**src/rtl/seq_alu_if.sv**
```systemverilog
// seq_alu request/result bus: request handshake, operands and control,
// result handshake with flags, and multiplier busy indication.
interface seq_alu_if #(
  parameter int unsigned WIDTH = 16
);
  logic             in_valid;
  logic             in_ready;
  logic [WIDTH-1:0] x;
  logic [WIDTH-1:0] y;
  logic [5:0]       control;
  logic             mul;
  logic             out_valid;
  logic             out_ready;
  logic [WIDTH-1:0] out;
  logic             zr;
  logic             ng;
  logic             busy;

  modport master (
    output in_valid, x, y, control, mul, out_ready,
    input  in_ready, out_valid, out, zr, ng, busy
  );

  modport slave (
    input  in_valid, x, y, control, mul, out_ready,
    output in_ready, out_valid, out, zr, ng, busy
  );
endinterface

```
**src/rtl/seq_alu.sv**
```systemverilog
// seq_alu: Hack-style ALU with registered result, zr/ng flags and a
// valid/ready result handshake. Optional WIDTH-step shift-add multiplier
// enabled by the SEQ_ALU_MUL_EN macro; without it, mul is ignored and
// every request completes in one cycle.
module seq_alu #(
  parameter int unsigned WIDTH = 16
) (
  input logic      clk,
  input logic      rst,
  seq_alu_if.slave bus
);

  typedef enum logic [1:0] {IDLE, MUL, DONE} state_t;

  state_t           state_q, state_d;
  logic [WIDTH-1:0] out_q, out_d;
  logic             zr_q, zr_d;
  logic             ng_q, ng_d;
  logic             ov_q, ov_d;
  logic             accept;
  logic [WIDTH-1:0] xp, yp, alu_res;
  logic             ld_en;
  logic [WIDTH-1:0] ld_val;

`ifdef SEQ_ALU_MUL_EN
  localparam int unsigned CW = (WIDTH > 1) ? $clog2(WIDTH) : 1;
  logic [WIDTH-1:0] a_q, a_d;
  logic [WIDTH-1:0] b_q, b_d;
  logic [WIDTH-1:0] acc_q, acc_d;
  logic [WIDTH-1:0] acc_step;
  logic             no_q, no_d;
  logic [CW-1:0]    cnt_q, cnt_d;
`else
  logic unused_mul;
  assign unused_mul = bus.mul;
`endif

  assign bus.in_ready = (state_q != MUL) && (!ov_q || bus.out_ready);
  assign accept       = bus.in_valid && bus.in_ready;

  // Operand pre-stage and single-cycle ALU function on the live inputs
  always_comb begin
    xp = bus.control[0] ? '0 : bus.x;
    if (bus.control[1]) xp = ~xp;
    yp = bus.control[2] ? '0 : bus.y;
    if (bus.control[3]) yp = ~yp;
    alu_res = bus.control[4] ? (xp + yp) : (xp & yp);
    if (bus.control[5]) alu_res = ~alu_res;
  end

  // Next-state and datapath update; result load is shared by ALU and MUL paths
  always_comb begin
    state_d = state_q;
    out_d   = out_q;
    zr_d    = zr_q;
    ng_d    = ng_q;
    ov_d    = ov_q;
    ld_en   = 1'b0;
    ld_val  = '0;
`ifdef SEQ_ALU_MUL_EN
    a_d      = a_q;
    b_d      = b_q;
    acc_d    = acc_q;
    no_d     = no_q;
    cnt_d    = cnt_q;
    acc_step = acc_q + (b_q[0] ? a_q : '0);
`endif
    // Consumption first so a same-edge accept can re-assert out_valid
    if (ov_q && bus.out_ready) begin
      ov_d    = 1'b0;
      state_d = IDLE;
    end
    case (state_q)
      IDLE, DONE: begin
        if (accept) begin
`ifdef SEQ_ALU_MUL_EN
          if (bus.mul) begin
            state_d = MUL;
            a_d     = xp;
            b_d     = yp;
            acc_d   = '0;
            cnt_d   = '0;
            no_d    = bus.control[5];
          end else begin
            ld_en  = 1'b1;
            ld_val = alu_res;
          end
`else
          ld_en  = 1'b1;
          ld_val = alu_res;
`endif
        end
      end
      MUL: begin
`ifdef SEQ_ALU_MUL_EN
        a_d   = a_q << 1;
        b_d   = b_q >> 1;
        acc_d = acc_step;
        cnt_d = cnt_q + CW'(1);
        if (cnt_q == CW'(WIDTH - 1)) begin
          ld_en  = 1'b1;
          ld_val = no_q ? ~acc_step : acc_step;
        end
`else
        state_d = IDLE;
`endif
      end
      default: state_d = IDLE;
    endcase
    if (ld_en) begin
      state_d = DONE;
      out_d   = ld_val;
      zr_d    = (ld_val == '0);
      ng_d    = ld_val[WIDTH-1];
      ov_d    = 1'b1;
    end
  end

  // State register
  always_ff @(posedge clk or posedge rst) begin
    if (rst) state_q <= IDLE;
    else     state_q <= state_d;
  end

  // Result and flag registers
  always_ff @(posedge clk or posedge rst) begin
    if (rst) begin
      out_q <= '0;
      zr_q  <= 1'b0;
      ng_q  <= 1'b0;
      ov_q  <= 1'b0;
    end else begin
      out_q <= out_d;
      zr_q  <= zr_d;
      ng_q  <= ng_d;
      ov_q  <= ov_d;
    end
  end

`ifdef SEQ_ALU_MUL_EN
  // Shift-add multiplier registers
  always_ff @(posedge clk or posedge rst) begin
    if (rst) begin
      a_q   <= '0;
      b_q   <= '0;
      acc_q <= '0;
      no_q  <= 1'b0;
      cnt_q <= '0;
    end else begin
      a_q   <= a_d;
      b_q   <= b_d;
      acc_q <= acc_d;
      no_q  <= no_d;
      cnt_q <= cnt_d;
    end
  end

  assign bus.busy = (state_q == MUL);
`else
  assign bus.busy = 1'b0;
`endif

  assign bus.out       = out_q;
  assign bus.zr        = zr_q;
  assign bus.ng        = ng_q;
  assign bus.out_valid = ov_q;

endmodule
```
**src/flat_wrapper.sv**
```systemverilog
// flat-port wrapper written by rule: the top's interface ports become plain ports
module seq_alu_flat 
#(
  parameter int unsigned WIDTH = 16
)
  (clk, rst, bus_in_valid, bus_x, bus_y, bus_control, bus_mul, bus_out_ready, bus_in_ready, bus_out_valid, bus_out, bus_zr, bus_ng, bus_busy);
  seq_alu_if #(.WIDTH(WIDTH)) bus_i ();
  input logic clk;
  input logic rst;
  input wire logic [$bits(bus_i.in_valid)-1:0] bus_in_valid;
  input wire logic [$bits(bus_i.x)-1:0] bus_x;
  input wire logic [$bits(bus_i.y)-1:0] bus_y;
  input wire logic [$bits(bus_i.control)-1:0] bus_control;
  input wire logic [$bits(bus_i.mul)-1:0] bus_mul;
  input wire logic [$bits(bus_i.out_ready)-1:0] bus_out_ready;
  output wire logic [$bits(bus_i.in_ready)-1:0] bus_in_ready;
  output wire logic [$bits(bus_i.out_valid)-1:0] bus_out_valid;
  output wire logic [$bits(bus_i.out)-1:0] bus_out;
  output wire logic [$bits(bus_i.zr)-1:0] bus_zr;
  output wire logic [$bits(bus_i.ng)-1:0] bus_ng;
  output wire logic [$bits(bus_i.busy)-1:0] bus_busy;
  assign bus_i.in_valid = bus_in_valid;
  assign bus_i.x = bus_x;
  assign bus_i.y = bus_y;
  assign bus_i.control = bus_control;
  assign bus_i.mul = bus_mul;
  assign bus_i.out_ready = bus_out_ready;
  assign bus_in_ready = bus_i.in_ready;
  assign bus_out_valid = bus_i.out_valid;
  assign bus_out = bus_i.out;
  assign bus_zr = bus_i.zr;
  assign bus_ng = bus_i.ng;
  assign bus_busy = bus_i.busy;
  seq_alu #(.WIDTH(WIDTH)) u_core (.clk(clk), .rst(rst), .bus(bus_i));
endmodule
```
**config.mk**
```make
export PLATFORM = sky130hd
export DESIGN_NAME = seq_alu_flat
export DESIGN_NICKNAME = d
export VERILOG_FILES = /design/src/rtl/seq_alu_if.sv /design/src/rtl/seq_alu.sv /design/src/flat_wrapper.sv
export SDC_FILE = /design/constraint.sdc
export NUM_CORES = 1
export LEC_CHECK = 0
export ABC_AREA = 1
export BUFFER_PORTS_ARGS = -buffer_cell sky130_fd_sc_hd__buf_2
export CAP_MARGIN = 20
export CORE_AREA = 2 2 59 103
export CTS_CLUSTER_DIAMETER = 200
export CTS_CLUSTER_SIZE = 25
export DETAILED_ROUTE_END_ITERATION = 6
export DIE_AREA = 0 0 61 105
export PLACE_DENSITY = 0.83
export SETUP_SLACK_MARGIN = 0.02
export SKIP_CTS_REPAIR_TIMING = 1
export SYNTH_ARGS = -nofsm -noshare
export SYNTH_HDL_FRONTEND = slang
export SYNTH_SLANG_ARGS = --single-unit
```
**constraint.sdc**
```tcl
create_clock -name clk -period 1.5 [get_ports clk]
set_input_delay 0.3 -clock clk [delete_from_list [all_inputs] [get_ports clk]]
set_output_delay 0.3 -clock clk [all_outputs]
set_load 0.005 [all_outputs]
```
[Yosys cells after proc, flatten, opt, wreduce, memory -nomap -nowiden]
Cells that the tools add are included.
Storage, ports and cells
  register bits after elaboration: 21
  output and inout bits: 21
  word-level logic and storage cells: 37
Cells by class
  $add $sub $neg: 1
  equality and inequality tests: 3
  reduce and logical (&&, ||, !) cells: 9
  bitwise operators: 4
  muxes and demuxes: 15
Operators with widths (count)
  two-way mux 16 bit: 8
  NOT 16 bit: 3
  adder 16 bit: 1
  bitwise AND 16 bit: 1
  logical NOT 16 bit: 1
  two-way mux 2 bit: 3
  two-way mux 1 bit: 4
  logical AND 1 bit: 3
  inequality test 3 x 1 -> 1 bit (second input constant): 1
  == test 2 bit (second input constant): 1
  logical NOT 2 bit: 1
  inequality test 2 x 1 -> 1 bit (second input constant): 1
  nonzero test 2 bit: 1
  OR reduction 2 bit: 1
  logical NOT 1 bit: 1
  logical OR 1 bit: 1

[Longest topological paths before layout]
Gate-level depths: netlist of the first run.
  word-level depth: 10
  mapped depth: 22

[Worst setup path before layout of the first run]
OpenSTA, ideal clock, no wires.
  path kind: input to register
  from: in bus_control[1]
  to: reg u_core.zr_q (netlist: u_core.bus.zr)
  setup slack: -1266 ps
  setup time: 65 ps
  arrival: 2701 ps
  path buffers: 2
  stages: 21
  cell sequence: clkbuf_1 buf_2 xor2_1 inv_1 ha_1 fa_1 nand3_1 nand3_2 nand2_1 nand2_1 nand2_1 nand2_1 nand2_1 nand3_1 nand2_1 nand2_1 nand3_1 nand2_1 nor2_1 nand2_1 nand2_1
On the way
  word-level cells in the longest chain between the ends: 8
RTL lines
  start: declaration: RTL line flat_wrapper.sv:13  | input wire logic [$bits(bus_i.control)-1:0] bus_control;
  two-way mux 16 bit (*): RTL line seq_alu.sv:44  | if (bus.control[1]) xp = ~xp;
  adder 16 bit / bitwise AND 16 bit (equally long branches): RTL line seq_alu.sv:47  | alu_res = bus.control[4] ? (xp + yp) : (xp & yp);
  two-way mux 16 bit (*): RTL line seq_alu.sv:47
  NOT 16 bit: RTL line seq_alu.sv:48  | if (bus.control[5]) alu_res = ~alu_res;
  two-way mux 16 bit (*): RTL line seq_alu.sv:48
  two-way mux 16 bit (*): RTL line seq_alu.sv:75  | if (accept) begin
  two-way mux 16 bit (*): RTL line seq_alu.sv:73  | case (state_q)
  logical NOT 16 bit (*): RTL line seq_alu.sv:113  | zr_d = (ld_val == '0);
  end signal: assignment: RTL line seq_alu.sv:134  | zr_q <= zr_d;
  end: declaration: RTL line seq_alu.sv:17  | logic zr_q, zr_d;
Every way passes the cells marked *; elsewhere a longest branch is shown, timed or not.
A chain may end at the register's enable or synchronous reset.

[Worst setup path after layout of the first run]
  from: in bus_control[2]
  to: reg u_core.zr_q (netlist: u_core.bus.zr)
On the way
  word-level cells in the longest chain between the ends: 10
RTL lines
  two-way mux 16 bit (*): RTL line seq_alu.sv:45  | yp = bus.control[2] ? '0 : bus.y;
  NOT 16 bit: RTL line seq_alu.sv:46  | if (bus.control[3]) yp = ~yp;
  two-way mux 16 bit (*): RTL line seq_alu.sv:46
  adder 16 bit / bitwise AND 16 bit (equally long branches): RTL line seq_alu.sv:47
  two-way mux 16 bit (*): RTL line seq_alu.sv:47
  NOT 16 bit: RTL line seq_alu.sv:48
  two-way mux 16 bit (*): RTL line seq_alu.sv:48
  two-way mux 16 bit (*): RTL line seq_alu.sv:75
  two-way mux 16 bit (*): RTL line seq_alu.sv:73
  logical NOT 16 bit (*): RTL line seq_alu.sv:113
Marks and branches as above.

==> out/results.md, run 1 <==
| Item | Value | Unit |
| --- | --- | --- |
| Max FO, Critical Path | 8 | - |
| Vias | 3490 | - |
| Initial core utilization | 49.39 | % |
| Xor/xnor share of the synthesized area | 10.56 | % |
| Clock Skews | 0.003182 | ns |
| Top-area cell type share of the netlist area | 25.79 | % |
| Pwr Density | 820.6 | nW/µm² |
| Clock sink count | 18 | - |
| Arrival time of the worst setup path | 2.62 | ns |
| Number of synthesis warnings | 0 | - |
| Adder-cell share of the synthesized area | 8.048 | % |
| Worst Setup Start Kind | input pin | - |
| Worst Hold Class | input pin to async pin | - |
| Clock buffer count from CTS | 3 | - |
| Max-capacitance violation count | 0 | - |
| Mapped Cells | 472 | - |
| Detailed placer's ending HPWL | 6279 | µm |
| Congestion Overflow GR | 0 | - |
| Count of unique library cells instantiated by Yosys | 33 | - |
| Portion of netlist area occupied by mux cells | 0 | % |
| Overall die width | 61 | µm |
| Net count reported at finish | 656 | - |
| Most used cell, CP | sky130_fd_sc_hd__nand2_1 | - |
| Number of failing setup endpoints in the final timing report | 17 | - |
| Max Clock Freq | 411.6 | MHz |
| Post-synth top area cell | sky130_fd_sc_hd__nand2_1 | - |
| Drt total wl | 9175 | µm |
| Setup TNS after final layout | -10.78 | ns |
| Clock-pin slew on the worst setup and hold paths | 0.06 | ns |
| Post-route clock period utilization | 162.0 | % |
| Status | finished with violations | - |
| Post-Synthesis Cell Area | 2736 | µm² |
| Worst-Skew Late Latency | 0.25 | ns |
| Clock tree from TritonCTS | yes | - |
| Largest stage delay, worst path | 0.30 | ns |
| Port Buf Inserts | 61 | - |
| Flip-flop and latch count after synthesis | 18 | - |
| Number of antenna violations at the first check in global routing | 0 | - |
| Final hold violation count | 0 | - |
| Level count of the clock H-tree | 1 | - |
| RSZ-0062 raised after global routing | yes | - |
| Setup slack after layout | -0.9297 | ns |
| Minimum period implied by the final worst setup slack | 2.430 | ns |
| RR Startpoint | u_core.bus.out_valid | - |
| Top post-synthesis cells by area | sky130_fd_sc_hd__nand2_1 (26%), sky130_fd_sc_hd__dfrtp_1 (16%), sky130_fd_sc_hd__nand3_1 (11%) | - |
| R2R setup slack | 0.02 | ns |
| Design area | 4275 | µm² |
| Vertical extent of the die | 105 | µm |
| Share of the synthesized area in compound gates (AO/OA/AOI/OAI) | 4.938 | % |
| Data required time at the worst endpoint | 1.69 | ns |
| Standard-cell row count | 36 | - |
| Share of the core filled with cells in the final layout | 77.17 | % |
| WL/cell | 13.67 | µm |
| Post-synth net total | 532 | - |
| Buffering stage count on the worst path with inverters included | 5 | - |
| Wire length of the first global-routing pass | 12080 | µm |
| Failing checks | negative setup slack | - |
| Layout overhead on the synthesized area | 56.24 | % |
| Io pins | 64 | - |
| Average size of a mapped cell | 5.797 | µm² |
| Residual DRC | 0 | - |
| Peak supply drop | 0.0003700 | V |
| Cell type group with the largest total delay on the critical path | simple AND/OR/NAND/NOR gates | - |
| Iteration count of the initial detailed-routing pass | 5 | - |
| Placement Cell Area | 3731 | µm² |
| Diodes inserted | 0 | - |
| Area share of and/or/nand/nor cells after synthesis | 43.71 | % |
| Tightest hold margin | 0.04767 | ns |
| Vias in the first global route | 3147 | - |
| CTS Buffer Depth | 2 | - |
| Area of the placeable core | 5540 | µm² |
| Critical-path cell list | buf_8 > clkinvlp_4 > buf_12 > nand2_1 > xor2_1 > inv_1 > ha_4 > buf_4 > nand2_4 > nor2_4 > and2_1 > nand2_2 > nand2_1 > nand2_1 > nand3_1 > nand3_1 > nand3_1 > nand2_1 > nor2_1 > nand2_1 > nand2_1 | - |
| Lkg Pwr | 2.364 | nW |
| Reg2Reg Depth | 12 | - |
| Largest net degree at the start of global routing | 21 | - |
| Cell at the root of the clock tree | sky130_fd_sc_hd__clkbuf_8 | - |
| Final estimated routing congestion in global placement | 0.8883 | - |
| Reg-to-reg endpoint | u_core.bus.zr | - |
| Main combinational cell family by area after synthesis | simple AND/OR/NAND/NOR gates | - |
| Total global-route track usage | 23.41 | % |
| Sequential area share after synthesis | 16.46 | % |
| Max Slew Vio Count | 0 | - |
| Antenna viol nets, final | 0 | - |
| Crit path kind | input pin to flip-flop | - |
| Slowest library cell on the worst path | sky130_fd_sc_hd__ha_4 | - |
| Via/cell ratio | 5.201 | - |
| CP endpoint kind | flip-flop | - |
| Die Area | 6405 | µm² |
| Share of post-route cells with drive strength above 1 | 44.71 | % |
| First-iteration detailed-routing DRC count | 172 | - |
## where the power goes
part | switching, W | internal [W] | total, W
Combinational | 0.00137 | 0.00113 | 0.00250
Clock | 0.000150 | 0.000233 | 0.000383
Sequential | 0.0000457 | 0.000581 | 0.000627
Total | 0.00157 | 0.00194 | 0.00351
## cell families (layout without fill, tap and decap cells)
kind of cell | Yosys count | count (layout)
xor gates and xnor gates | 33 | 33
and+or+nand+nor | 283 | 283
DFF | 18 | 18
other | 1 | 1
AOI/OAI and AO/OA | 23 | 23
buffers and inverters | 97 | 220
adders and majority gates | 17 | 17
## layer usage
layer / GRT usage (%) / share of wire [%] / vias to the layer above / wire length [µm]
met2: 46.08 / 56 / 174 / 5103
li1: - / - / 1693 / -
met1: 22.37 / 33 / 1561 / 3019
met4: 12.11 / 7.1 / 0 / 653
met5: 0 / 0 / - / 0
met3: 0.6188 / 4.3 / 62 / 398
## through the flow
step,setup slack (ns),total power (W),cells
CTS,-0.9724,0.002992,663
detailed placement,-1.229,0.002604,659
finish,-0.9297,0.003508,671
floorplan,-0.8575,0.001927,472
global placement,-1.148,0.002529,659
global route,-1.125,0.003761,671
## tightest hold or removal path: cells and delay by family
kind | cells | cell delay (ns)
buffers and inverters | 3 | 0.37
## state kept, by name (all words and copies together), names as in the netlist
| signal | flops |
|---|---|
| u_core.bus.out | 16 |
| u_core.bus.zr | 1 |
| u_core.bus.out_valid | 1 |
## how the worst max path moves through the flow
stage	cells after the start	from	end	slack, ns
after floorplan	21	bus_control[0]	u_core.bus.zr	-0.86
final	21	bus_control[2]	u_core.bus.zr	-0.93
after detailed placement	22	bus_control[0]	u_core.bus.zr	-1.23
after global placement	18	bus_control[0]	u_core.bus.zr	-1.15
after global routing	22	bus_control[2]	u_core.bus.zr	-1.12
after CTS	22	bus_control[0]	u_core.bus.zr	-0.97
## Yosys cell counts, drive strengths merged
master,count
and2,2
xnor2,1
inv,79
nand4,3
o22ai,1
buf,8
o21a,1
a21o,1
ha,16
clkbuf,10
o21bai,1
fa,1
a21oi,12
xor2,32
or2,3
nor2,17
nand2,193
o211ai,1
nand3,62
a31oi,1
conb,1
nor3,3
dfrtp,18
o21ai,5
## cells in the final DEF, fill, tap and decap left out, types with 11 or more instances in the layout
cell type,instances
sky130_fd_sc_hd__nand2_1,141
sky130_fd_sc_hd__nand2_2,41
sky130_fd_sc_hd__buf_4,64
sky130_fd_sc_hd__dfrtp_1,18
sky130_fd_sc_hd__inv_1,67
sky130_fd_sc_hd__nand2_4,11
sky130_fd_sc_hd__nor2_1,11
sky130_fd_sc_hd__nand3_2,18
sky130_fd_sc_hd__nand3_1,42
sky130_fd_sc_hd__xor2_1,31
sky130_fd_sc_hd__ha_4,15
sky130_fd_sc_hd__buf_2,58
## cell type report
| class | count | area (µm²) |
|---|---|---|
| sequential | 18 | 450.4 |
| clock buffer | 4 | 55.05 |
| timing repair buffer | 135 | 947.2 |
| inverter | 79 | 306.5 |
| multi-input combinational | 357 | 2406 |
| tap | 76 | 95.09 |
| timing repair inverter | 2 | 15.01 |
| fill | 398 | 1265 |
Note: power is estimated with default switching activity, not from simulation.
==> run 2: changes to the inputs <==
--- a/config.mk
+++ b/config.mk
@@ -8,12 +8,12 @@
 export ABC_AREA = 1
 export BUFFER_PORTS_ARGS = -buffer_cell sky130_fd_sc_hd__buf_2
 export CAP_MARGIN = 20
-export CORE_AREA = 2 2 59 103
+export CORE_AREA = 2 2 73 128
 export CTS_CLUSTER_DIAMETER = 200
 export CTS_CLUSTER_SIZE = 25
 export DETAILED_ROUTE_END_ITERATION = 6
-export DIE_AREA = 0 0 61 105
-export PLACE_DENSITY = 0.83
+export DIE_AREA = 0 0 75 130
+export PLACE_DENSITY = 0.6
 export SETUP_SLACK_MARGIN = 0.02
 export SKIP_CTS_REPAIR_TIMING = 1
 export SYNTH_ARGS = -nofsm -noshare
==> run 2 against run 1 <==
The flow still finishes with violations (negative setup slack). Non-clock buffer count increased by 17. Highest routed layer unchanged. Fmax increased by 4.6%. Clock skew decreased by 0.0027 ns. Critical endpoint unchanged. Core utilization decreased by 25 points. Routed wire length decreased by 9.1%.
==> out/results.md, run 2 (same netlist as run 1, synthesis figures left out) <==
| Item | Value | Unit | Change |
| --- | --- | --- | --- |
| CTS Buffer Depth | 2 | - | unchanged |
| Max FFs per register | 16 | - | unchanged |
| Critical-path cell list | buf_8 > clkinvlp_4 > buf_6 > nand2_2 > xor2_2 > inv_2 > fa_2 > nand3_2 > nand3_2 > nand2_2 > nand2_2 > nand2_2 > nand2_1 > nand2_1 > nand3_1 > nand3_2 > nand2_1 > nor2_1 > nand2_1 > nor2_1 > nand2_1 > nand2_1 | - |  |
| Congestion Overflow GR | 0 | - | unchanged |
| Slowest library cell on the worst path | sky130_fd_sc_hd__fa_2 | - |  |
| Diodes inserted | 0 | - | unchanged |
| Peak supply drop | 0.0004308 | V | +16% |
| Pre-CTS setup slack | -1.237 | ns | -0.007880 ns |
| Post-route clock period utilization | 154.8 | % | -7.2 points |
| Io pins | 64 | - | unchanged |
| Overall die width | 75 | µm | +23% |
| Lkg Pwr | 2.488 | nW | +5.2% |
| Worst Setup EP | u_core.bus.zr | - |  |
| Port Buf Inserts | 61 | - | unchanged |
| Buffering stage count on the worst path with inverters included | 4 | - | -1 |
| Residual DRC | 0 | - | unchanged |
| Standard-cell row count | 46 | - | +28% |
| Max Clock Freq | 430.6 | MHz | +4.6% |
| Reg-to-reg endpoint | u_core.bus.zr | - |  |
| Area of the placeable core | 8806 | µm² | +59% |
| Non-filler cells, final | 731 | - | +8.9% |
| Clock Skews | 0.0004930 | ns | -0.002689 ns |
| Worst Hold Class | input pin to async pin | - |  |
| Register cell area after layout | 450.4 | µm² | unchanged |
| Total power | 0.003647 | W | +4.0% |
| Clock sink count | 18 | - | unchanged |
| Cell at the root of the clock tree | sky130_fd_sc_hd__clkbuf_16 | - |  |
| Wire length of the first global-routing pass | 13030 | µm | +7.8% |
| Layout overhead on the synthesized area | 67.54 | % |  |
| Routed wl met3 | 219 | µm | -45% |
| Cell type group with the largest total delay on the critical path | simple AND/OR/NAND/NOR gates | - |  |
| Number of failing setup endpoints in the final timing report | 17 | - | unchanged |
| First-iteration detailed-routing DRC count | 98 | - | -43% |
| Filler cells | 923 | - | +130% |
| Largest stage delay, worst path | 0.42 | ns | +0.12 ns |
| Antenna viol nets, final | 0 | - | unchanged |
| Vertical extent of the die | 130 | µm | +24% |
| Detailed placer's ending HPWL | 6892 | µm | +9.8% |
| Cells after DPL | 714 | - | +8.3% |
| Max Slew Vio Count | 0 | - | unchanged |
| Critical path startpoint | bus_control[0] | - |  |
| RR Startpoint | u_core.bus.out_valid | - |  |
| Setup slack after layout | -0.8225 | ns | +0.1073 ns |
| Data required time at the worst endpoint | 1.69 | ns | about the same |
| Via/cell ratio | 4.399 | - | -15% |
| Failing checks | negative setup slack | - |  |
| RSZ-0062 raised after global routing | yes | - |  |
| Met2 routed wirelength | 4865 | µm | -4.7% |
| Max-capacitance violation count | 0 | - | unchanged |
| Net count reported at finish | 673 | - | +2.6% |
| Vias in the first global route | 3038 | - | -3.5% |
| WL/cell | 11.41 | µm | -17% |
| Clock tree from TritonCTS | yes | - |  |
| Initial core utilization | 31.07 | % | -18 points |
| Total global-route track usage | 16.86 | % | -6.5 points |
| Design area | 4584 | µm² | +7.2% |
| Iteration count of the initial detailed-routing pass | 4 | - | -1 |
| Reg2Reg Depth | 11 | - | -1 |
| Crit path kind | input pin to flip-flop | - |  |
| Arrival time of the worst setup path | 2.51 | ns | -0.11 ns |
| Share of post-route cells with drive strength above 1 | 49.43 | % | +4.7 points |
| Levels on crit path | 22 | - | +4.8% |
| Max FO, Critical Path | 5 | - | -3 |
| Worst-Skew Late Latency | 0.25 | ns | about the same |
| Drt total wl | 8340 | µm | -9.1% |
| Die Area | 9750 | µm² | +52% |
| Largest net degree at the start of global routing | 19 | - | -9.5% |
| Worst Setup Start Kind | input pin | - |  |
| Commonest cells after routing, fill and taps aside | sky130_fd_sc_hd__nand2_1 (135), sky130_fd_sc_hd__buf_4 (75), sky130_fd_sc_hd__inv_1 (64), sky130_fd_sc_hd__buf_2 (58), sky130_fd_sc_hd__nand2_2 (48) | - |  |
| Number of antenna violations at the first check in global routing | 0 | - | unchanged |
| Area of the multi-input gates | 2476 | µm² | +2.9% |
| Level count of the clock H-tree | 1 | - | unchanged |
| Final hold violation count | 0 | - | unchanged |
| Minimum period implied by the final worst setup slack | 2.322 | ns | -0.1073 ns |
| Clock-pin slew on the worst setup and hold paths | 0.05 | ns | about the same |
| Highest routed layer | met4 | - |  |
| Pwr Density | 795.6 | nW/µm² | -3.0% |
| CP endpoint kind | flip-flop | - |  |
| Clock buffer count from CTS | 3 | - | unchanged |
| Most used cell, CP | sky130_fd_sc_hd__nand2_1 | - |  |
| R2R setup slack | 0.05 | ns | +0.03 ns |
| Most common library cell in the layout ignoring fill and taps | sky130_fd_sc_hd__nand2_1 | - |  |
| Status | finished with violations | - |  |
| Vias | 3216 | - | -7.9% |
| Final estimated routing congestion in global placement | 0.9056 | - | +1.9% |
| Placement Cell Area | 3894 | µm² | +4.4% |
| Routed metal-1 wire length | 2957 | µm | -2.1% |
run 2: changes by cell type in the layout (fill, tap and decap cells not counted), sizes merged:
cell    before  now
clkbuf       5    4
buf        134  151
run 2: worst min path at each step:
stage | from | endpoint | depth (start not counted)
2_1_floorplan | rst | u_core.bus.out[0] | 1
3_3_place_gp | rst | u_core.bus.out_valid | 3
3_5_place_dp | rst | u_core.bus.out_valid | 3
4_1_cts | rst | u_core.bus.out_valid | 3
5_1_grt | rst | u_core.bus.out[8] | 3
6_report | rst | u_core.bus.out_valid | 3
run 2: cell type report:
class                           instances  share of cell area [%]
Timing Repair inverter                  2                  0.3275
Timing Repair Buffer                  152                   24.24
Clock buffer                            3                   1.638
Inverter                               79                   6.687
Tap cell                              120                   3.275
Sequential cell                        18                   9.825
Multi-Input combinational cell        357                   54.01
run 2: routing by layer:
layer  track usage (%)  vias to the layer above
li1                  -                     1714
met1             17.11                     1421
met2             32.61                       60
met3             1.313                       21
met4             8.613                        0
met5                 0                        -
run 2: worst register-to-register path: stages, from the launching register on:
cell and delay [ns]:
sky130_fd_sc_hd__dfrtp_1 0.36, sky130_fd_sc_hd__nand2_1 0.09, sky130_fd_sc_hd__nand2_2 0.10, sky130_fd_sc_hd__a21oi_2 0.13
sky130_fd_sc_hd__o21ai_2 0.08, sky130_fd_sc_hd__nor3_2 0.13, sky130_fd_sc_hd__nand3_1 0.10, sky130_fd_sc_hd__nor2_1 0.10
sky130_fd_sc_hd__nand2_1 0.08, sky130_fd_sc_hd__nor2_1 0.10, sky130_fd_sc_hd__nand2_1 0.05, sky130_fd_sc_hd__nand2_1 0.06
run 2: through the flow:
step	hold slack (ns)	utilization, %	TNS (ns)
3_3_place_gp	0.3237	44.22	-15.54
2_1_floorplan	0.2386	-	-8.547
3_5_place_dp	0.3270	44.22	-16.18
5_1_grt	0.08265	52.06	-12.07
6_report	0.05966	52.06	-9.270
4_1_cts	0.06292	45.07	-11.75
run 2: report_power, final:
| group | total [W] | leakage [nW] | switching (W) | internal, W |
|---|---|---|---|---|
| registers | 0.000634 | 0.219 | 0.0000510 | 0.000583 |
| clock network | 0.000522 | 0.0370 | 0.000172 | 0.000351 |
| logic | 0.00249 | 2.23 | 0.00130 | 0.00119 |
| total | 0.00365 | 2.49 | 0.00153 | 0.00212 |
